### src/rtl/row_bias_if.sv
// row_bias_if: row-level request/response bundle between the tiles and the bias provider
`ifndef GRID_LEN
`define GRID_LEN 9
`endif
interface row_bias_if #(parameter int GRID_LEN = `GRID_LEN);
  logic                reshuffle;
  logic                rq_valtotry;
  logic [GRID_LEN-1:0] biasidx;
  logic [GRID_LEN-1:0] valtotry;
  logic                ready;
  modport master (output reshuffle, rq_valtotry, biasidx, input valtotry, ready);
  modport slave (input reshuffle, rq_valtotry, biasidx, output valtotry, ready);
endinterface

### src/rtl/row_bias.sv
// row_bias: LFSR-shuffled symbol order for one grid row, mapping 1-hot try-indexes to 1-hot candidate values
`ifndef GRID_LEN
`define GRID_LEN 9
`endif
module row_bias #(
  parameter int GRID_LEN = `GRID_LEN,
  parameter int LFSR_W = 16,
  parameter logic [LFSR_W-1:0] SEED = 16'hACE1,
  localparam int IDX_W = $clog2(GRID_LEN)
) (
  input logic       clock,
  input logic       reset,
  row_bias_if.slave bus
);
  typedef enum logic {SHUFFLE, READY} state_t;
  state_t              state_q, state_d;
  logic [LFSR_W-1:0]   lfsr_q, lfsr_d;
  logic [IDX_W-1:0]    i_q, i_d;
  logic [IDX_W-1:0]    perm_q [GRID_LEN];
  logic [IDX_W-1:0]    perm_d [GRID_LEN];
  logic [GRID_LEN-1:0] valtotry_q, valtotry_d, hit, seen;
  logic [IDX_W-1:0]    j;
  logic                fb, take;
  assign j = lfsr_q[IDX_W-1:0];
  assign fb = lfsr_q[0] ^ lfsr_q[2] ^ lfsr_q[3] ^ lfsr_q[5];
  assign take = j <= i_q;
  assign bus.valtotry = valtotry_q;
  assign bus.ready = state_q == READY;
  // Candidate lookup: OR of the 1-hot symbols of every selected slot, plus a coverage mask of perm
  always_comb begin
    hit = '0;
    seen = '0;
    for (int k = 0; k < GRID_LEN; k++) begin
      if (bus.biasidx[k]) hit = hit | (GRID_LEN'(1) << perm_q[k]);
      seen = seen | (GRID_LEN'(1) << perm_q[k]);
    end
  end
  // One Fisher-Yates step per SHUFFLE cycle; requests and reshuffle are honoured in READY
  always_comb begin
    state_d = state_q;
    lfsr_d = lfsr_q;
    i_d = i_q;
    perm_d = perm_q;
    valtotry_d = bus.rq_valtotry ? ((state_q == READY && $onehot(bus.biasidx)) ? hit : '0) : valtotry_q;
    if (state_q == SHUFFLE) begin
      lfsr_d = {fb, lfsr_q[LFSR_W-1:1]};
      if (take) begin
        perm_d[i_q] = perm_q[j];
        perm_d[j] = perm_q[i_q];
        i_d = i_q - IDX_W'(1);
        state_d = i_q == IDX_W'(1) ? READY : SHUFFLE;
      end
    end else if (bus.reshuffle) begin
      i_d = IDX_W'(GRID_LEN - 1);
      state_d = SHUFFLE;
    end
  end
  // State registers; reset restores the identity order and reloads the seed
  always_ff @(posedge clock) begin
    if (reset) begin
      state_q <= SHUFFLE;
      lfsr_q <= SEED == '0 ? LFSR_W'(1) : SEED;
      i_q <= IDX_W'(GRID_LEN - 1);
      valtotry_q <= '0;
      for (int k = 0; k < GRID_LEN; k++) perm_q[k] <= IDX_W'(k);
    end else begin
      state_q <= state_d;
      lfsr_q <= lfsr_d;
      i_q <= i_d;
      valtotry_q <= valtotry_d;
      perm_q <= perm_d;
    end
  end
  // Simulation checks: a request index must be 1-hot or zero, and perm must stay a permutation
  always_ff @(posedge clock) begin
    if (!reset) begin
      assert (!bus.rq_valtotry || $onehot0(bus.biasidx));
      assert (&seen);
    end
  end
endmodule

### src/flat_wrapper.sv
// flat-port wrapper written by rule: the top's interface ports become plain ports
module row_bias_flat 
#(
  parameter int GRID_LEN = `GRID_LEN,
  parameter int LFSR_W = 16,
  parameter logic [LFSR_W-1:0] SEED = 16'hACE1,
  localparam int IDX_W = $clog2(GRID_LEN)
)
  (clock, reset, bus_reshuffle, bus_rq_valtotry, bus_biasidx, bus_valtotry, bus_ready);
  row_bias_if #(.GRID_LEN(GRID_LEN)) bus_i ();
  input logic clock;
  input logic reset;
  input wire logic [$bits(bus_i.reshuffle)-1:0] bus_reshuffle;
  input wire logic [$bits(bus_i.rq_valtotry)-1:0] bus_rq_valtotry;
  input wire logic [$bits(bus_i.biasidx)-1:0] bus_biasidx;
  output wire logic [$bits(bus_i.valtotry)-1:0] bus_valtotry;
  output wire logic [$bits(bus_i.ready)-1:0] bus_ready;
  assign bus_i.reshuffle = bus_reshuffle;
  assign bus_i.rq_valtotry = bus_rq_valtotry;
  assign bus_i.biasidx = bus_biasidx;
  assign bus_valtotry = bus_i.valtotry;
  assign bus_ready = bus_i.ready;
  row_bias #(.GRID_LEN(GRID_LEN), .LFSR_W(LFSR_W), .SEED(SEED)) u_core (.clock(clock), .reset(reset), .bus(bus_i));
endmodule
### config.mk
export PLATFORM = sky130hd
export DESIGN_NAME = row_bias_flat
export DESIGN_NICKNAME = d
export VERILOG_FILES = /design/src/rtl/row_bias_if.sv /design/src/rtl/row_bias.sv /design/src/flat_wrapper.sv
export SDC_FILE = /design/constraint.sdc
export NUM_CORES = 1
export LEC_CHECK = 0
export ABC_AREA = 0
export CAP_MARGIN = 40
export CORE_UTILIZATION = 27
export CTS_CLUSTER_DIAMETER = 100
export DETAILED_ROUTE_END_ITERATION = 12
export GPL_TIMING_DRIVEN = 0
export PLACE_DENSITY_LB_ADDON = 0.12
export SLEW_MARGIN = 25
export SYNTH_ARGS = -nofsm -noshare
export SYNTH_HDL_FRONTEND = slang
export SYNTH_SLANG_ARGS = --single-unit
### constraint.sdc
create_clock -name clock -period 3.3 [get_ports clock]
set_input_delay 0.66 -clock clock [delete_from_list [all_inputs] [get_ports clock]]
set_output_delay 0.66 -clock clock [all_outputs]
set_load 0.01 [all_outputs]
# [Yosys cells after proc, flatten, opt, wreduce, memory -nomap -nowiden]
# Index checks and enable logic that the tools add are counted.
[word_totals] ff_bits=66 out_inout_bits=10 elab_cells=88
[op_classes] n_lt_le_gt_ge=5 add_sub_neg=9 mux=29 bitwise_logic=14 n_reduce_logical=6 eq_ne=3 n_shift=9
[ops] cell="$mux W9" n=10
[ops] cell="$shl A1 B4 Y9 const A" n=9
[ops] cell="$bwmux W36" n=2
[ops] cell="$or A9 B9 Y9" n=8
[ops] cell="$mux W4" n=9
[ops] cell="$bmux W4 S4" n=2
[ops] cell="$demux W4 S4" n=2
[ops] cell="$add A4 B4 Y4" n=3
[ops] cell="$ge A5 B5 Y1 const B" n=2
[ops] cell="$lt A5 B1 Y1 const B" n=2
[ops] cell="$not A4 Y5" n=2
[ops] cell="$add A1 B1 Y2" n=4
[ops] cell="$eq A4 B1 Y1 const B" n=2
[ops] cell="$add A4 B1 Y4" n=1
[ops] cell="$le A4 B4 Y1" n=1
[ops] cell="$mux W1" n=4
[ops] cell="$reduce_and A2 Y1" n=2
[ops] cell="$sub A4 B1 Y4 const B" n=1
[ops] cell="$logic_and A1 B1 Y1" n=3
[ops] cell="$xor A1 B1 Y1" n=3
[ops] cell="$ne A2 B2 Y1 const B" n=1
[ops] cell="$reduce_bool A2 Y1" n=1
[ops] cell="$not A1 Y1" n=1

# [Logic depth before layout (Yosys ltp)]
[depth] depth_word=19 mapped_depth=12 depth_no_buf=10

# [Worst setup path before layout]
# Ideal clock, no wire load.
[synth_path] kind="input -> register" startpoint="in bus_biasidx[6]" endpoint="reg u_core.valtotry_q[0] (netlist: u_core.bus.valtotry[0])" stages=10 path_slack_ps=-73 arrival_ps=3303 n_path_buf=0 setup_ps=70 path_cell_list="ha_1 > inv_1 > fa_1 > inv_1 > fa_1 > ha_1 > fa_1 > nor3_1 > o21ai_0 > a21oi_1"
[synth_between] elab_chain_len=7 word_cells_on_any_way=12
[synth_rtl] item="start: declaration" line_no="flat_wrapper.sv:15" text="input wire logic [$bits(bus_i.biasidx)-1:0] bus_biasidx;"
[synth_rtl] item="$add A1 B1 Y2 (implied by the code)" line_no="row_bias.sv:44" text="valtotry_d = bus.rq_valtotry ? ((state_q == READY && $onehot(bus.biasidx)) ? hit : '0) : valtotry_q;"
[synth_rtl] item="$add A4 B4 Y4 (implied by the code) (2 in series)" line_no="row_bias.sv:44"
[synth_rtl] item="$add A4 B1 Y4 (implied by the code)" line_no="row_bias.sv:44"
[synth_rtl] item="$eq A4 B1 Y1" line_no="row_bias.sv:44"
[synth_rtl] item="$logic_and A1 B1 Y1" line_no="row_bias.sv:44"
[synth_rtl] item="$mux W9 (*)" line_no="row_bias.sv:44"
[synth_rtl] item="end signal: assignment" line_no="row_bias.sv:70" text="valtotry_q <= valtotry_d;"
[synth_rtl] item="end: declaration" line_no="row_bias.sv:21" text="logic [GRID_LEN-1:0] valtotry_q, valtotry_d, hit, seen;"
# Mark *: on every way between the ends. The rest lies on a longest branch, timed or not.
# A chain may end at the register's enable or synchronous reset.

# [Final worst setup path]
[layout_path] startpoint="in bus_biasidx[2]" endpoint="reg u_core.valtotry_q[5] (netlist: u_core.bus.valtotry[5])"
[layout_between] elab_chain_len=14 word_cells_on_any_way=20
[layout_rtl] item="branches (longest 13 deep; another with $add A4 B4 Y4)"
[layout_rtl] item="$mux W9 (*)" line_no="row_bias.sv:44"
# Every way passes the cells marked *.

==> results.cfg <==
[grt]
grt_max_degree = 14
grt_pass1_vias = 5283
antenna_found_initial = 0
grt.total_usage_pct = 22.64
grt-ovfl-total = 0
grt_first_pass_wirelength_um = 32730

[place]
place.gp.congestion = 0.9313
dp_worst_setup_slack_ns = -0.9139
io_buffers = 20
post_dp_cell_area_mm2 = 0.005608
hpwl_um = 16400

[pwr]
p_int_w = 0.002318
netSwitchingPower_w = 0.002213
finalPower_w = 0.004531
power_density_mw_per_mm2 = 761.5
peakVddDrop_uv = 321.7
pwr-share-seq_pct = 25.0
clkPwrFrac_pct = 22.3
power_leakage_nw = 2.082
p_comb_share_pct = 52.7
swShare_pct = 48.84

[setup_path]
r2r_cells = 11
rr_startpoint = u_core.i_q[1]$_SDFFE_PP0P_
cp_common_cell = fa_1
critPathLaunch = bus_biasidx[2]
critPathKind = input pin to flip-flop
r2r-end = u_core.perm_q[34]$_SDFFE_PP0P_
path_cells = clkdlybuf4s15_1 > ha_2 > fa_1 > fa_1 > ha_2 > fa_1 > nor3_4 > clkbuf_16 > o31ai_1 > a21oi_1
cp_slowest_cell = fa_1
startpoint_type = input pin
worstPathArrival_ns = 3.52
crit_path_end_kind = flip-flop
crit_required_ns = 3.58
rrSetupSlack_ns = 0.22
max_stage_delay_ns = 0.49
critPathMaxFanout = 4

[timing]
worst_pin_slew_ns = 0.8884
hold_violations = 0
fin_crit_sh_pct = 98.08
fin_crit_ns = 3.237
setup_viol_count_final = 0
slew_headroom_pct = 40.77
fin_ws_ns = 0.06332
final-max-slew-violation-count = 0
hold_ws_ns = 0.4698
finClkSkew_ns = 0.007987
fmax_mhz = 309.0

[cts]
cts_tree = yes
cts_buffers = 9
root_buffer = clkbuf_16
clock-sinks = 66
path_clk_slew_ns = 0.06
cts_buffer_depth = 2
hold_buffers = 0
htree_levels = 3
clock_latency_ns = 0.35

[floorplan]
row_count = 49
dieHeight_um = 139.6
core_area_mm2 = 0.01827
initial_core_util_pct = 27.98
io_pins = 23
die_area_mm2 = 0.01948
die_x_um = 139.6

[hold_path]
hold_class = flip-flop to flip-flop
hp-start = u_core.lfsr_q[6]$_SDFFE_PP1N_
min_to = u_core.lfsr_q[5]$_SDFFE_PP1N_
holdPathStages = 2

[detailed_routing]
ant_nets = 0
firstDrtPassIters = 7
wl_per_cell_um = 24.43
dr.first_iter.drc_count = 619
drc = 0
dr_total_vias = 5444
avgViaCountPerCell = 6.089
drt-total-wl_um = 21840

[final_layout]
nFillCells = 1942
fin_area_mm2 = 0.005951
drive_gt1_share_pct = 12.33
nets = 691
final_util_pct = 32.57
areaGrowthSynthToFinish_pct = 16.43
n_antenna_cell = 0

[yosys]
synthFlopType = dfxtp_1
post_synth_num_cell_types = 72
post_synth.cell_area_avg_um2 = 8.165
synth_seq_cells = 66
synth_edf_count = 0
synthCells = 626
synth_area_mm2 = 0.005111
ys_warn_count = 0
syn_nets = 657
ys_seq_area_share_pct = 25.85
synthArstFlopShare_pct = 0

[job]
drv_cap = 0

[status]
status = finished, final reports clean
==> flip-flops by register name, summed over array words and instances (netlist names) <==
register,flops
u_core.bus.ready,1
u_core.i_q,4
u_core.bus.valtotry,9
u_core.lfsr_q,16
u_core.perm_q,36
==> cell usage after synthesis, types with 4 or more instances <==
cell,count,share of area [%]
o311ai_0,5,0.86
buf_1,4,0.29
a221oi_1,17,2.9
mux4_2,4,1.8
buf_4,5,0.73
a21oi_1,22,2.2
a311oi_1,4,0.69
nor3b_1,9,1.3
nor2b_1,15,1.8
nor3_1,21,2.1
inv_1,20,1.5
o31ai_1,5,0.73
nor2_1,40,2.9
nand3b_1,8,1.2
a31oi_1,6,0.73
nand2b_1,18,2.2
buf_2,6,0.59
nand3_1,23,2.3
o22ai_1,8,0.98
and3b_1,6,1.0
buf_6,5,1.1
and3_1,7,0.86
or3_1,4,0.49
a211oi_1,11,1.6
fa_1,5,2.0
nand4b_1,10,1.7
mux2i_1,25,4.9
a41oi_1,4,0.69
clkbuf_1,26,1.9
a32oi_1,9,1.5
ha_1,13,3.2
a22oi_1,14,2.1
o21ai_0,30,2.9
mux2_2,13,2.9
nand2_1,64,4.7
dfxtp_1,66,26
nand4_1,12,1.5
and2_1,9,1.1
==> cells by family after synthesis <==
family / after synthesis / share of synthesized area (%)
xor+xnor: 3 / 0.5142
mux: 42 / 9.523
fa+ha+maj: 18 / 5.141
simple gates: 261 / 28.00
flops: 66 / 25.85
compound gates: 170 / 24.87
buf+inv: 66 / 6.095
==> metal layers <==
layer  track usage, %  vias to the layer above  wire length [um]
met4            12.49                        0              1050
met1            28.03                     2646              9189
met3            4.233                       68              1512
met5                0                        -                 0
met2            37.08                      274             10090
li1                 -                     2456                 -
==> cells in the final DEF, fill, tap and decap left out, types with 12 or more instances in the layout <==
master,Yosys,routed
nand2b_1,18,18
nor2b_1,15,15
mux2i_1,25,25
mux2_2,13,13
clkbuf_1,26,25
a221oi_1,17,17
nand3_1,23,23
nand2_1,64,64
nand4_1,12,12
a22oi_1,14,14
dfxtp_1,66,66
clkdlybuf4s50_1,0,12
a21oi_1,22,21
inv_1,20,20
nor3_1,21,20
o21ai_0,30,29
nor2_1,40,40
==> repair_timing <==
item,CTS,global route
endpoints found under the hold margin,0,0
cloned,0,1
endpoints found under the setup margin,9,26
buffers inserted,1,0
pin swaps,1,4
gates resized for setup,15,20
==> worst max-delay path by stage <==
stage / slack (ns) / cells after the start / to
after floorplan: 0.10 / 10 / u_core.bus.valtotry[0]$_SDFFE_PP0P_
after global placement: -0.96 / 11 / u_core.bus.valtotry[2]$_SDFFE_PP0P_
after detailed placement: -0.91 / 11 / u_core.bus.valtotry[2]$_SDFFE_PP0P_
after CTS: 0.02 / 12 / u_core.bus.valtotry[2]$_SDFFE_PP0P_
after global routing: -0.009 / 10 / u_core.bus.valtotry[1]$_SDFFE_PP0P_
final: 0.06 / 10 / u_core.bus.valtotry[5]$_SDFFE_PP0P_
==> critical path: cells and delay by family <==
kind                     cells  cell delay (ns)
buffers and inverters        2             0.46
adder cells (fa/ha/maj)      5             1.91
AND/OR/NAND/NOR              1             0.25
AO/OA/AOI/OAI                2             0.22
==> final cells by class <==
cell class / instances / area, um^2 / area share [%]
Buffer: 46 / 240.2 / 4.037
Multi-Input combinational cell: 494 / 3506 / 58.91
Timing Repair Buffer: 23 / 219.0 / 3.680
Sequential cell: 66 / 1321 / 22.20
Tap cell: 229 / 286.5 / 4.815
Inverter: 20 / 75.07 / 1.262
Clock inverter: 7 / 77.57 / 1.304
Clock buffer: 9 / 225.2 / 3.785
==> power by group through the flow <==
stage	Combinational [W]	Clock [W]	Sequential, W
floorplan	0.00156	0	0.00106
global placement	0.00230	0	0.00114
detailed placement	0.00229	0	0.00114
CTS	0.00230	0.00103	0.00113
global route	0.00252	0.00107	0.00115
finish	0.00239	0.00101	0.00113
==> stage by stage <==
step           instances  setup TNS [ns]
6_report             894               0
3_5_place_dp         876          -7.814
4_1_cts              893               0
3_3_place_gp         875          -8.152
5_1_grt              894       -0.009099
2_1_floorplan        626               0
No activity file was read; power rests on OpenSTA's default activity.
